--- config.mk ---
export PLATFORM = sky130hd
export DESIGN_NAME = srl_seq_unit
export DESIGN_NICKNAME = d
export VERILOG_FILES = /design/src/rtl/srl_seq_unit.sv
export SDC_FILE = /design/constraint.sdc
export NUM_CORES = 1
export LEC_CHECK = 0
export ABC_AREA = 1
export BUFFER_PORTS_ARGS = -buffer_cell sky130_fd_sc_hd__buf_2
export CORE_MARGIN = 4
export CORE_UTILIZATION = 35
export CTS_BUF_LIST = sky130_fd_sc_hd__clkbuf_8
export DETAILED_ROUTE_END_ITERATION = 8
export SLEW_MARGIN = 10
export SYNTH_ARGS = -nofsm -noshare
export SYNTH_HDL_FRONTEND = slang
export SYNTH_SLANG_ARGS = --single-unit
--- constraint.sdc ---
create_clock -name clock -period 4.4 [get_ports clock]
set_input_delay 0 -clock clock [delete_from_list [all_inputs] [get_ports clock]]
set_output_delay 0 -clock clock [all_outputs]
set_load 0.005 [all_outputs]
--- src/rtl/srl_seq_unit.sv ---
// Sequential logical right shifter: 64-bit operand, 32-bit narrowed result, STEP bits per cycle.
// Optional arithmetic shift mode is enabled by defining SRL_ARITH_EN.
module srl_seq_unit #(
    parameter int unsigned DATA_W = 64,
    parameter int unsigned OUT_W  = 32,
    parameter int unsigned STEP   = 1
) (
    input  logic              clock,
    input  logic              reset,
    input  logic              in_valid,
    output logic              in_ready,
    input  logic [DATA_W-1:0] a,
    input  logic [31:0]       b,
`ifdef SRL_ARITH_EN
    input  logic              arith,
`endif
    output logic              out_valid,
    input  logic              out_ready,
    output logic [OUT_W-1:0]  result,
    output logic              upper_nz
);

    localparam int unsigned CNT_W = $clog2(DATA_W);
    localparam int unsigned HI_W  = DATA_W - OUT_W;

    typedef enum logic [1:0] {IDLE, SHIFT, DONE} state_t;

    state_t            state;
    logic [DATA_W-1:0] shreg;
    logic [CNT_W-1:0]  cnt;
    logic              arith_q;
    logic              arith_c;

`ifdef SRL_ARITH_EN
    assign arith_c = arith;
`else
    assign arith_c = 1'b0;
    assign arith_q = 1'b0;
`endif

    logic              over_c;
    logic              fill_c;
    logic [CNT_W-1:0]  amt_c;
    logic [DATA_W-1:0] load_c;
    logic [DATA_W-1:0] shifted_c;

    // Signed mode flags high bits that are not a sign extension of the result.
    function automatic logic calc_nz(input logic [DATA_W-1:0] v, input logic sgn);
        if (sgn)
            return |(v[DATA_W-1:OUT_W] ^ {HI_W{v[OUT_W-1]}});
        else
            return |v[DATA_W-1:OUT_W];
    endfunction

    always_comb begin
        over_c    = |b[31:CNT_W];
        load_c    = over_c ? {DATA_W{arith_c & a[DATA_W-1]}} : a;
        amt_c     = (cnt < CNT_W'(STEP)) ? cnt : CNT_W'(STEP);
        fill_c    = arith_q & shreg[DATA_W-1];
        shifted_c = shreg >> amt_c;
        if (fill_c)
            shifted_c = shifted_c | ~({DATA_W{1'b1}} >> amt_c);
    end

    always_ff @(posedge clock) begin
        if (reset) begin
            state     <= IDLE;
            in_ready  <= 1'b1;
            out_valid <= 1'b0;
            result    <= '0;
            upper_nz  <= 1'b0;
            shreg     <= '0;
            cnt       <= '0;
`ifdef SRL_ARITH_EN
            arith_q   <= 1'b0;
`endif
        end else begin
            case (state)
                IDLE: begin
                    if (in_valid) begin
                        shreg    <= load_c;
                        cnt      <= over_c ? '0 : b[CNT_W-1:0];
                        in_ready <= 1'b0;
`ifdef SRL_ARITH_EN
                        arith_q  <= arith_c;
`endif
                        if (over_c || b == 32'd0) begin
                            state     <= DONE;
                            out_valid <= 1'b1;
                            result    <= load_c[OUT_W-1:0];
                            upper_nz  <= calc_nz(load_c, arith_c);
                        end else begin
                            state <= SHIFT;
                        end
                    end
                end
                SHIFT: begin
                    shreg <= shifted_c;
                    cnt   <= cnt - amt_c;
                    if (cnt == amt_c) begin
                        state     <= DONE;
                        out_valid <= 1'b1;
                        result    <= shifted_c[OUT_W-1:0];
                        upper_nz  <= calc_nz(shifted_c, arith_q);
                    end
                end
                DONE: begin
                    if (out_ready) begin
                        state     <= IDLE;
                        out_valid <= 1'b0;
                        in_ready  <= 1'b1;
                    end
                end
                default: begin
                    state    <= IDLE;
                    in_ready <= 1'b1;
                end
            endcase
        end
    end

endmodule

# Yosys cells after proc, flatten, opt, wreduce, memory -nomap -nowiden
# Index checks and enable logic that the tools add are counted.
dict set report classes {
  reduce_logical 13
  n_eq_ne 7
  mux 28
  order_cmp 1
  add_sub_neg 1
  n_bitwise 1
  shifts 1
}
# op count
set ops {}
lappend ops {{$mux W64} 2}
lappend ops {{$pmux W64 S2} 1}
lappend ops {{$mux W32} 3}
lappend ops {{$pmux W32 S2} 1}
lappend ops {{$reduce_or A32 Y1} 2}
lappend ops {{$shr A64 B6 Y64} 1}
lappend ops {{$logic_not A32 Y1} 1}
lappend ops {{$reduce_or A26 Y1} 1}
lappend ops {{$mux W6} 3}
lappend ops {{$pmux W6 S2} 1}
lappend ops {{$mux W1} 9}
lappend ops {{$mux W2} 4}
lappend ops {{$ne A2 B2 Y1 const B} 4}
lappend ops {{$eq A6 B6 Y1} 1}
lappend ops {{$lt A6 B1 Y1 const B} 1}
lappend ops {{$pmux W1 S3} 2}
lappend ops {{$pmux W2 S3} 1}
lappend ops {{$reduce_and A3 Y1} 2}
lappend ops {{$sub A6 B6 Y6} 1}
lappend ops {{$reduce_and A5 Y1} 1}
lappend ops {{$reduce_and A4 Y1} 1}
lappend ops {{$reduce_bool A3 Y1} 1}
lappend ops {{$eq A2 B1 Y1 const B} 1}
lappend ops {{$eq A2 B2 Y1 const B} 1}
lappend ops {{other kinds (6)} 6}
dict set report word_totals {
  elab_cells 59
  regBits 107
  output_inout_bits 35
}

# Longest topological paths before layout
# Gate-level depths: netlist of run 1.
dict set report logic_depth {
  depth_word 6
  depth_mapped 13
}

# Least setup slack after synthesis of run 1
# Ideal clock, no wire load.
dict set report synth_path {
  kind {flip-flop to flip-flop}
  from {register cnt[2]}
  to {register result[15]}
  slack_ns 2.285
  path_buffers 3
  period_less_slack_ns 2.115
  arrival_time_ns 1.985
  required_ns 4.270
  setup_time_ns 0.130
  stages_incl_launch_ff 14
  path_cell_list {dfxtp_1 > nor2_2 > nand3_2 > clkbuf_1 > clkbuf_1 > nand2_1 > ha_1 > nand3_1 > nand2_1 > nand3_2 > inv_2 > clkbuf_1 > o21ai_0 > a31oi_1}
}
dict set report synth_via {
  elab_chain_cells 5
}
# element line_no
set synth_rtl {}
lappend synth_rtl {{start: declaration} 30} ;# logic [CNT_W-1:0] cnt;
lappend synth_rtl {{start signal: assignment} 82} ;# cnt <= over_c ? '0 : b[CNT_W-1:0];
lappend synth_rtl {{start signal: assignment} 99} ;# cnt <= cnt - amt_c;
lappend synth_rtl {{$lt A6 B1 Y1} 58} ;# amt_c = (cnt < CNT_W'(STEP)) ? cnt : CNT_W'(STEP);
lappend synth_rtl {{$mux W6} 58}
lappend synth_rtl {{$shr A64 B6 Y64 / $eq A6 B6 Y1 (equally long branches)} {60, 100}}
lappend synth_rtl {{$mux W32 / $ne A2 B2 Y1 (equally long branches)} n/a}
lappend synth_rtl {{$pmux W32 S2 / $reduce_and A4 Y1 (equally long branches)} n/a}
lappend synth_rtl {{end signal: assignment} 90} ;# result <= load_c[OUT_W-1:0];
lappend synth_rtl {{end signal: assignment} 103} ;# result <= shifted_c[OUT_W-1:0];
lappend synth_rtl {{end: declaration} 19} ;# output logic [OUT_W-1:0] result,
# Several ways; a longest one is shown, not always the timed one. The select of a mux whose other input is x is not followed.
# A chain may end at the register's enable or synchronous reset.

# Worst setup path in the final report of run 1
dict set report layout_path {
  from {register state[0]}
  to {register cnt[4]}
}
dict set report layout_via {
  elab_chain_cells 3
}
# element line_no
set layout_rtl {}
lappend layout_rtl {{start: declaration} 28} ;# state_t state;
lappend layout_rtl {{start signal: assignment} 67} ;# state <= IDLE;
lappend layout_rtl {{start signal: assignment} 88} ;# state <= DONE;
lappend layout_rtl {{start signal: assignment} 93} ;# state <= SHIFT;
lappend layout_rtl {{$eq A2 B1 Y1 / $logic_not A2 Y1 (equally long branches)} 78} ;# case (state)
lappend layout_rtl {{$reduce_bool A2 Y1 (no source line) / $ne A2 B2 Y1 (equally long branches)} n/a}
lappend layout_rtl {{$reduce_and A2 Y1 (no source line)} n/a}
# Several ways; a longest one is shown, not always the timed one.

==> implementation parameters, run 1 <==
Parameter                              Value

Die
  Die W ... 135 µm
  Height of the die ... 135 µm
  Number of primary I/O pins ... 135
  Area of the core ... 15900 µm²
  Initial Util ... 0.357
  Floorplan die area ... 18300 µm²
  Floorplan row count ... 46

Worst setup path
  Maximum cell stage delay along the critical path ... 0.72 ns
  Worst setup SP type ... flip-flop
  CP Class ... flip-flop to flip-flop
  Cell at the slowest stage of the critical path ... dfxtp_1
  CP most frequent cell ... inv_2
  CP Buf/Inv Count ... 3
  Required arrival time at the worst endpoint ... 4.71 ns
  Critical Path, Cell by Cell ... inv_2 > nor2_4 > inv_2 > o31ai_1 > a21oi_1 > a221oi_2 > dlygate4sd3_1
  Maximum net fanout on the critical path ... 52
  Kind of cell adding the most delay to the critical path ... buffers and inverters
  Crit path DAT ... 3.30 ns
  Crit. End Element ... flip-flop

Power
  Leakage power summed over all cells ... 0.00324 µW
  Peak supply drop ... 0.142 mV
  Total power per unit cell area ... 342 nW/µm²
  Final total power ... 2460 µW

Timing
  Sum of negative setup slack ... 0 ns
  Tightest Pin Transition ... 0.949 ns
  Crit path time final ... 2.99 ns
  Max-Slew Margin vs Limit ... 0.366
  Final Hold Viols ... 0
  Hold Worst Slack ... 0.0179 ns
  Post-Route Skew ... 0.0133 ns
  RSZ-0062 raised after global routing ... no
  Final-report max-slew violation count ... 0
  # setup viols final ... 0
  Period Utilization, post-route ... 0.679
  Achievable frequency ... 335 MHz

Detailed routing
  DRC ... 0
  Initial DRT Pass Iterations ... 5
  Starting DRC count in detailed routing ... 371
  Via count ... 5880
  Total length of routed wires ... 16200 µm
  DR WL/cell ... 13.7 µm
  Ratio of routed vias to standard cells ... 4.97
  Remaining antenna violation count ... 0

Placement
  Final weighted congestion of routability-driven global placement ... 0.800
  Placed instance area ... 6330 µm²
  Detailed placement HPWL ... 10600 µm
  Number of buffers inserted by port buffering ... 134

Clock tree
  Clock sink count ... 107
  Buffer cell driving the clock tree root ... clkbuf_8
  Skew-Pair Late Insertion Delay ... 0.38 ns
  Clock buffers created by TritonCTS ... 9
  Clock transition at the registers of the reported paths ... 0.11 ns
  Clock Tree Buf Depth ... 2
  H-tree Lvls ... 3
  Post-CTS setup repair buffer count ... 0
  CTS tree ... yes
  Post-CTS Resized ... 0

Yosys
  Count of distinct cell types in the synthesized netlist ... 36
  Post-Synthesis Cells ... 814
  Share of synthesized registers carrying an async set or reset ... 0
  Post-Syn Area ... 5670 µm²
  Register area share after synthesis ... 0.378
  Count of flip-flops with a built-in enable after synthesis ... 0
  Number of warnings issued by yosys ... 0
  Post-synthesis register bit count ... 107
  Flip-flop cell with the highest count after synthesis ... dfxtp_1
  Number of nets produced by synthesis ... 916
  Average cell area after synthesis ... 6.96 µm²

Finish
  Post-Layout Inst Area ... 7190 µm²
  Filler instances ... 1716
  Commonest non-fill, non-tap cell in the layout ... nand2_1
  Final-stage net count ... 1064
  Fraction of layout cells with a size suffix above 1 ... 0.180
  Number of antenna diodes ... 0
  Most used cells in the layout excluding fill and tap cells ... 149 x nand2_1, 134 x buf_2, 130 x o21ai_0
  Synthesis-to-finish area growth ... 26.8%

Global route
  Number of global-route vias before repair ... 5627
  Wire length of the first global-routing pass ... 26700 µm
  Initial antenna violation count ... 0
  Total overflow reported by the global router ... 0
  Total routing usage reported by global routing ... 0.175
  Pin count of the biggest net entering global routing ... 76

Hold path
  Class of the worst hold path ... primary input to flip-flop

Status
  Result of the run ... finished, final reports clean

Job
  Max Cap Viol ... 0
where the power goes:
| part | total, µW | internal (µW) | switching, µW | leakage (µW) |
|---|---|---|---|---|
| sequential | 1120 | 1060 | 55.3 | 0.000881 |
| combinational | 596 | 223 | 373 | 0.00223 |
| clock | 741 | 385 | 357 | 0.000128 |
layout make-up:
type | instances | area (µm²) | share of cell area
multi-input cells | 562 | 2900 | 0.403
flip-flops and latches | 107 | 2140 | 0.298
repair buffers | 200 | 1320 | 0.184
inverters | 82 | 308 | 0.0428
well taps | 216 | 270 | 0.0376
clock buffers | 9 | 124 | 0.0172
clock inverters | 7 | 123 | 0.0171
layer usage:
metal / wire length [µm] / vias to the layer above / global-route usage
met4: 348 / 0 / 0.0594
met1: 7730 / 2634 / 0.230
met3: 674 / 25 / 0.0212
met5: 0 / - / 0
met2: 7420 / 125 / 0.298
li1: - / 3096 / -
Yosys cell counts (2+ instances only):
| library cell | instances | share of area |
|---|---|---|
| nand2_1 | 149 | 0.099 |
| o21ai_0 | 130 | 0.11 |
| dfxtp_1 | 107 | 0.38 |
| inv_1 | 78 | 0.052 |
| a21oi_1 | 61 | 0.054 |
| nand3_1 | 51 | 0.045 |
| a31oi_1 | 42 | 0.046 |
| nor2_1 | 34 | 0.023 |
| o211ai_1 | 32 | 0.042 |
| clkbuf_1 | 30 | 0.020 |
| buf_2 | 22 | 0.019 |
| a22o_1 | 9 | 0.014 |
| or2_0 | 9 | 0.0099 |
| buf_6 | 7 | 0.014 |
| nor3_1 | 7 | 0.0062 |
| o21ai_1 | 6 | 0.0053 |
| o41ai_1 | 6 | 0.0093 |
| inv_2 | 4 | 0.0026 |
| a211oi_1 | 3 | 0.0040 |
| a221oi_2 | 3 | 0.0079 |
| nor2_2 | 3 | 0.0033 |
| buf_1 | 2 | 0.0013 |
| buf_4 | 2 | 0.0026 |
| ha_1 | 2 | 0.0044 |
| nand3_2 | 2 | 0.0035 |
| nor2_4 | 2 | 0.0040 |
| o31ai_1 | 2 | 0.0026 |
cells by family (layout without fill, tap and decap cells):
group | Yosys count | in the layout | synth area share
and+or+nand+nor | 263 | 263 | 0.202
adders and majority gates | 2 | 2 | 0.00442
AOI/OAI and AO/OA | 297 | 297 | 0.304
buffers and inverters | 145 | 298 | 0.112
DFF | 107 | 107 | 0.378
what timing repair did:
item | 4_1_cts | 5_1_grt
hold buffers | 59 | 0
endpoints found under the setup margin | 0 | 0
hold endpoints to repair | 86 | 0
flip-flops by register name, summed over array words and instances, names as in the netlist:
register / count
result: 32
in_ready: 1
cnt: 6
upper_nz: 1
out_valid: 1
state: 2
shreg: 64
metrics by stage:
stage                     instances   util  setup WS, ns
final                          1183  0.452          1.41
after floorplan                 814      -          2.28
after CTS                      1182  0.451          1.17
after global placement         1107  0.399          1.67
after detailed placement       1107  0.399          1.57
after global routing           1183  0.452          1.13
path summary, 6_finish.rpt:
kind                                              from  cells past startpoint                     end  slack, ns
worst max-delay path             state[0]$_SDFFE_PP0P_                      7     cnt[4]$_SDFFE_PP0P_       1.41
worst min-delay path                             a[48]                      4  shreg[48]$_SDFFE_PP0P_       0.02
worst max register to register   state[0]$_SDFFE_PP0P_                      7     cnt[4]$_SDFFE_PP0P_       1.41
worst min register to register  out_valid$_SDFFE_PP0P_                      2  out_valid$_SDFFE_PP0P_       0.47
worst reg2reg max path: stages, from the launching register on:
cell and delay [ns]:
dfxtp_1 0.72, inv_2 0.30, nor2_4 0.31, inv_2 0.38, o31ai_1 0.37, a21oi_1 0.08, a221oi_2 0.20, dlygate4sd3_1 0.57
Power figures use the tool's default switching activity.
==> run 2, diff against run 1 <==
==> constraint.sdc (replaced) <==
create_clock -name clock -period 2.9 [get_ports clock]
set_input_delay 0 -clock clock [delete_from_list [all_inputs] [get_ports clock]]
set_output_delay 0 -clock clock [all_outputs]
set_load 0.005 [all_outputs]
==> run 2 against run 1 <==
Compared with the run above:
- first-iteration DRC count is 25% higher
- critical path type unchanged
- clock power increased by 21%
- clock-buffer cell count grew 1
- die area is the same
- design area increased by 0.80%
- non-clock buffer count up 11
- hold slack gained 0.00099 ns
- highest routed layer unchanged
==> implementation parameters, run 2 (same netlist as run 1, synthesis figures left out) <==
Parameter                              Value

Timing
  Sum of negative setup slack ... 0 ns (unchanged)
  RSZ-0062 raised after global routing ... no
  Max-Slew Margin vs Limit ... 0.594 (+0.228)
  Post-Route Skew ... 0.0140 ns (+0.000754 ns)
  Achievable frequency ... 400 MHz (+19%)
  Crit path time final ... 2.50 ns (-0.483 ns)
  Tightest Pin Transition ... 0.609 ns (-0.341 ns)
  Period Utilization, post-route ... 0.863 (+0.184)
  Final Hold Viols ... 0 (unchanged)
  # setup viols final ... 0 (unchanged)
  Final-report max-slew violation count ... 0 (unchanged)
  Fin worst setup slack ... 0.397 ns (-1.02 ns)

Clock tree
  Clock transition at the registers of the reported paths ... 0.10 ns (about the same)
  Hold bufs inserted after CTS ... 62 (+5.1%)
  Post-CTS Resized ... 0 (unchanged)
  CTS tree ... yes
  Post-CTS setup repair buffer count ... 0 (unchanged)
  Skew-Pair Late Insertion Delay ... 0.38 ns (about the same)
  Buffer cell driving the clock tree root ... clkbuf_8
  Clock buffers created by TritonCTS ... 9 (unchanged)
  H-tree Lvls ... 3 (unchanged)
  Clock sink count ... 107 (unchanged)
  Clock Tree Buf Depth ... 2 (unchanged)

Die
  Height of the die ... 135 µm (unchanged)
  Initial Util ... 0.357 (unchanged)
  Number of primary I/O pins ... 135 (unchanged)
  Floorplan die area ... 18300 µm² (unchanged)
  Floorplan row count ... 46 (unchanged)
  Area of the core ... 15900 µm² (unchanged)
  Die W ... 135 µm (unchanged)

Power
  Final total power ... 3520 µW (+43%)
  Leakage power summed over all cells ... 0.00326 µW (+0.80%)
  Total power per unit cell area ... 486 nW/µm² (+42%)
  Peak supply drop ... 0.240 mV (+69%)

Finish
  Filler instances ... 1652 (-3.7%)
  Fraction of layout cells with a size suffix above 1 ... 0.187 (+0.00718)
  Post-Layout Inst Area ... 7240 µm² (+0.80%)
  Synthesis-to-finish area growth ... 27.8%
  Final-stage net count ... 1075 (+1.0%)
  Top Registers ... shreg x64, result x32, cnt x6
  Commonest non-fill, non-tap cell in the layout ... nand2_1
  Most used cells in the layout excluding fill and tap cells ... 149 x nand2_1, 134 x buf_2, 130 x o21ai_0
  Largest register FFs ... 64 (unchanged)
  Largest Register ... shreg
  Number of antenna diodes ... 0 (unchanged)

Detailed routing
  DRC ... 0 (unchanged)
  DR WL/cell ... 13.6 µm (-0.84%)
  Ratio of routed vias to standard cells ... 4.99 (+0.43%)
  Initial DRT Pass Iterations ... 5 (unchanged)
  Remaining antenna violation count ... 0 (unchanged)
  Total length of routed wires ... 16200 µm (about the same)
  Via count ... 5960 (+1.4%)
  Starting DRC count in detailed routing ... 464 (+25%)

Hold path
  Class of the worst hold path ... primary input to flip-flop

Worst setup path
  CP Buf/Inv Count ... 2 (-1)
  Crit path DAT ... 2.83 ns (-0.47 ns)
  Kind of cell adding the most delay to the critical path ... buffers and inverters
  CP Class ... flip-flop to flip-flop
  CP most frequent cell ... nand2_1
  Critical Path, Cell by Cell ... nor2_2 > nand3_2 > buf_4 > nand2_1 > ha_1 > nor2_1 > nand2_1 > o31ai_1 > a21oi_1 > a221oi_2 > dlygate4sd3_1
  Required arrival time at the worst endpoint ... 3.23 ns (-1.48 ns)
  Worst setup SP type ... flip-flop
  Maximum cell stage delay along the critical path ... 0.57 ns (-0.15 ns)
  Maximum net fanout on the critical path ... 24 (-54%)
  Cell at the slowest stage of the critical path ... dlygate4sd3_1
  Crit. End Element ... flip-flop
  Setup slack of the worst register-to-register path ... 0.40 ns (-1.02 ns)

Global route
  Pin count of the biggest net entering global routing ... 68 (-11%)
  Wire length of the first global-routing pass ... 26500 µm (-0.78%)
  Total routing usage reported by global routing ... 0.175 (+0.000184)
  Number of global-route vias before repair ... 5397 (-4.1%)
  Total overflow reported by the global router ... 0 (unchanged)
  Initial antenna violation count ... 0 (unchanged)

Placement
  Detailed placement HPWL ... 10700 µm (+0.94%)
  Placed instance area ... 6440 µm² (+1.7%)
  Number of buffers inserted by port buffering ... 134 (unchanged)
  Setup slack after placement ... 0.784 ns (-0.785 ns)
  Final weighted congestion of routability-driven global placement ... 0.805 (+0.68%)

Job
  Max Cap Viol ... 0 (unchanged)

Status
  Result of the run ... finished, final reports clean
==> run 2: changes by cell type in the layout (fill, tap and decap cells not counted), sizes merged, moves of 2 or more <==
cell	previous run	this run
buf	141	149
clkinv	0	2
inv	86	84
bufinv	3	0
clkinvlp	0	2
dlygate4sd3	59	62
==> run 2: through the flow <==
step                 util  hold WS, ns  instances
global route        0.456       0.0172       1194
global placement    0.405        0.291       1116
CTS                 0.456    0.0000879       1194
floorplan               -        0.150        814
finish              0.456       0.0189       1194
detailed placement  0.405        0.293       1116
==> run 2: area by class of cell <==
cell class                 instances  area [µm²]  share of cell area
multi-input combinational        562        2900               0.400
sequential                       107        2140               0.296
timing repair buffer             211        1440               0.199
inverter                          82         308              0.0425
tap                              216         270              0.0373
clock buffer                      10         138              0.0190
clock inverter                     6        46.3             0.00639
==> run 2: power by group <==
part / total, µW / switching, µW / leakage [µW] / internal, µW
clock network: 899 / 556 / 0.0000893 / 343
logic: 928 / 563 / 0.00229 / 364
registers: 1700 / 82.3 / 0.000881 / 1610
==> run 2: worst reg2reg max path: stages (launching register included) <==
cell	delay [ns]
dfxtp_1	0.39
nor2_2	0.08
nand3_2	0.09
buf_4	0.26
nand2_1	0.12
ha_1	0.20
nor2_1	0.16
nand2_1	0.10
o31ai_1	0.19
a21oi_1	0.08
a221oi_2	0.21
dlygate4sd3_1	0.57
==> run 2: path summary, 6_finish.rpt <==
check / start / end / cells past startpoint
worst min register to register: in_ready$_SDFFE_PP1P_ / in_ready$_SDFFE_PP1P_ / 2
worst min-delay path: a[44] / shreg[44]$_SDFFE_PP0P_ / 4
worst max-delay path: cnt[2]$_SDFFE_PP0P_ / cnt[4]$_SDFFE_PP0P_ / 11
worst max register to register: cnt[2]$_SDFFE_PP0P_ / cnt[4]$_SDFFE_PP0P_ / 11
==> run 2: layer usage <==
layer	GRT usage	share of wire	vias up
li1	-	-	3122
met5	0	0	-
met2	0.282	0.46	136
met4	0.0622	0.021	0
met3	0.0189	0.042	19
met1	0.244	0.48	2683
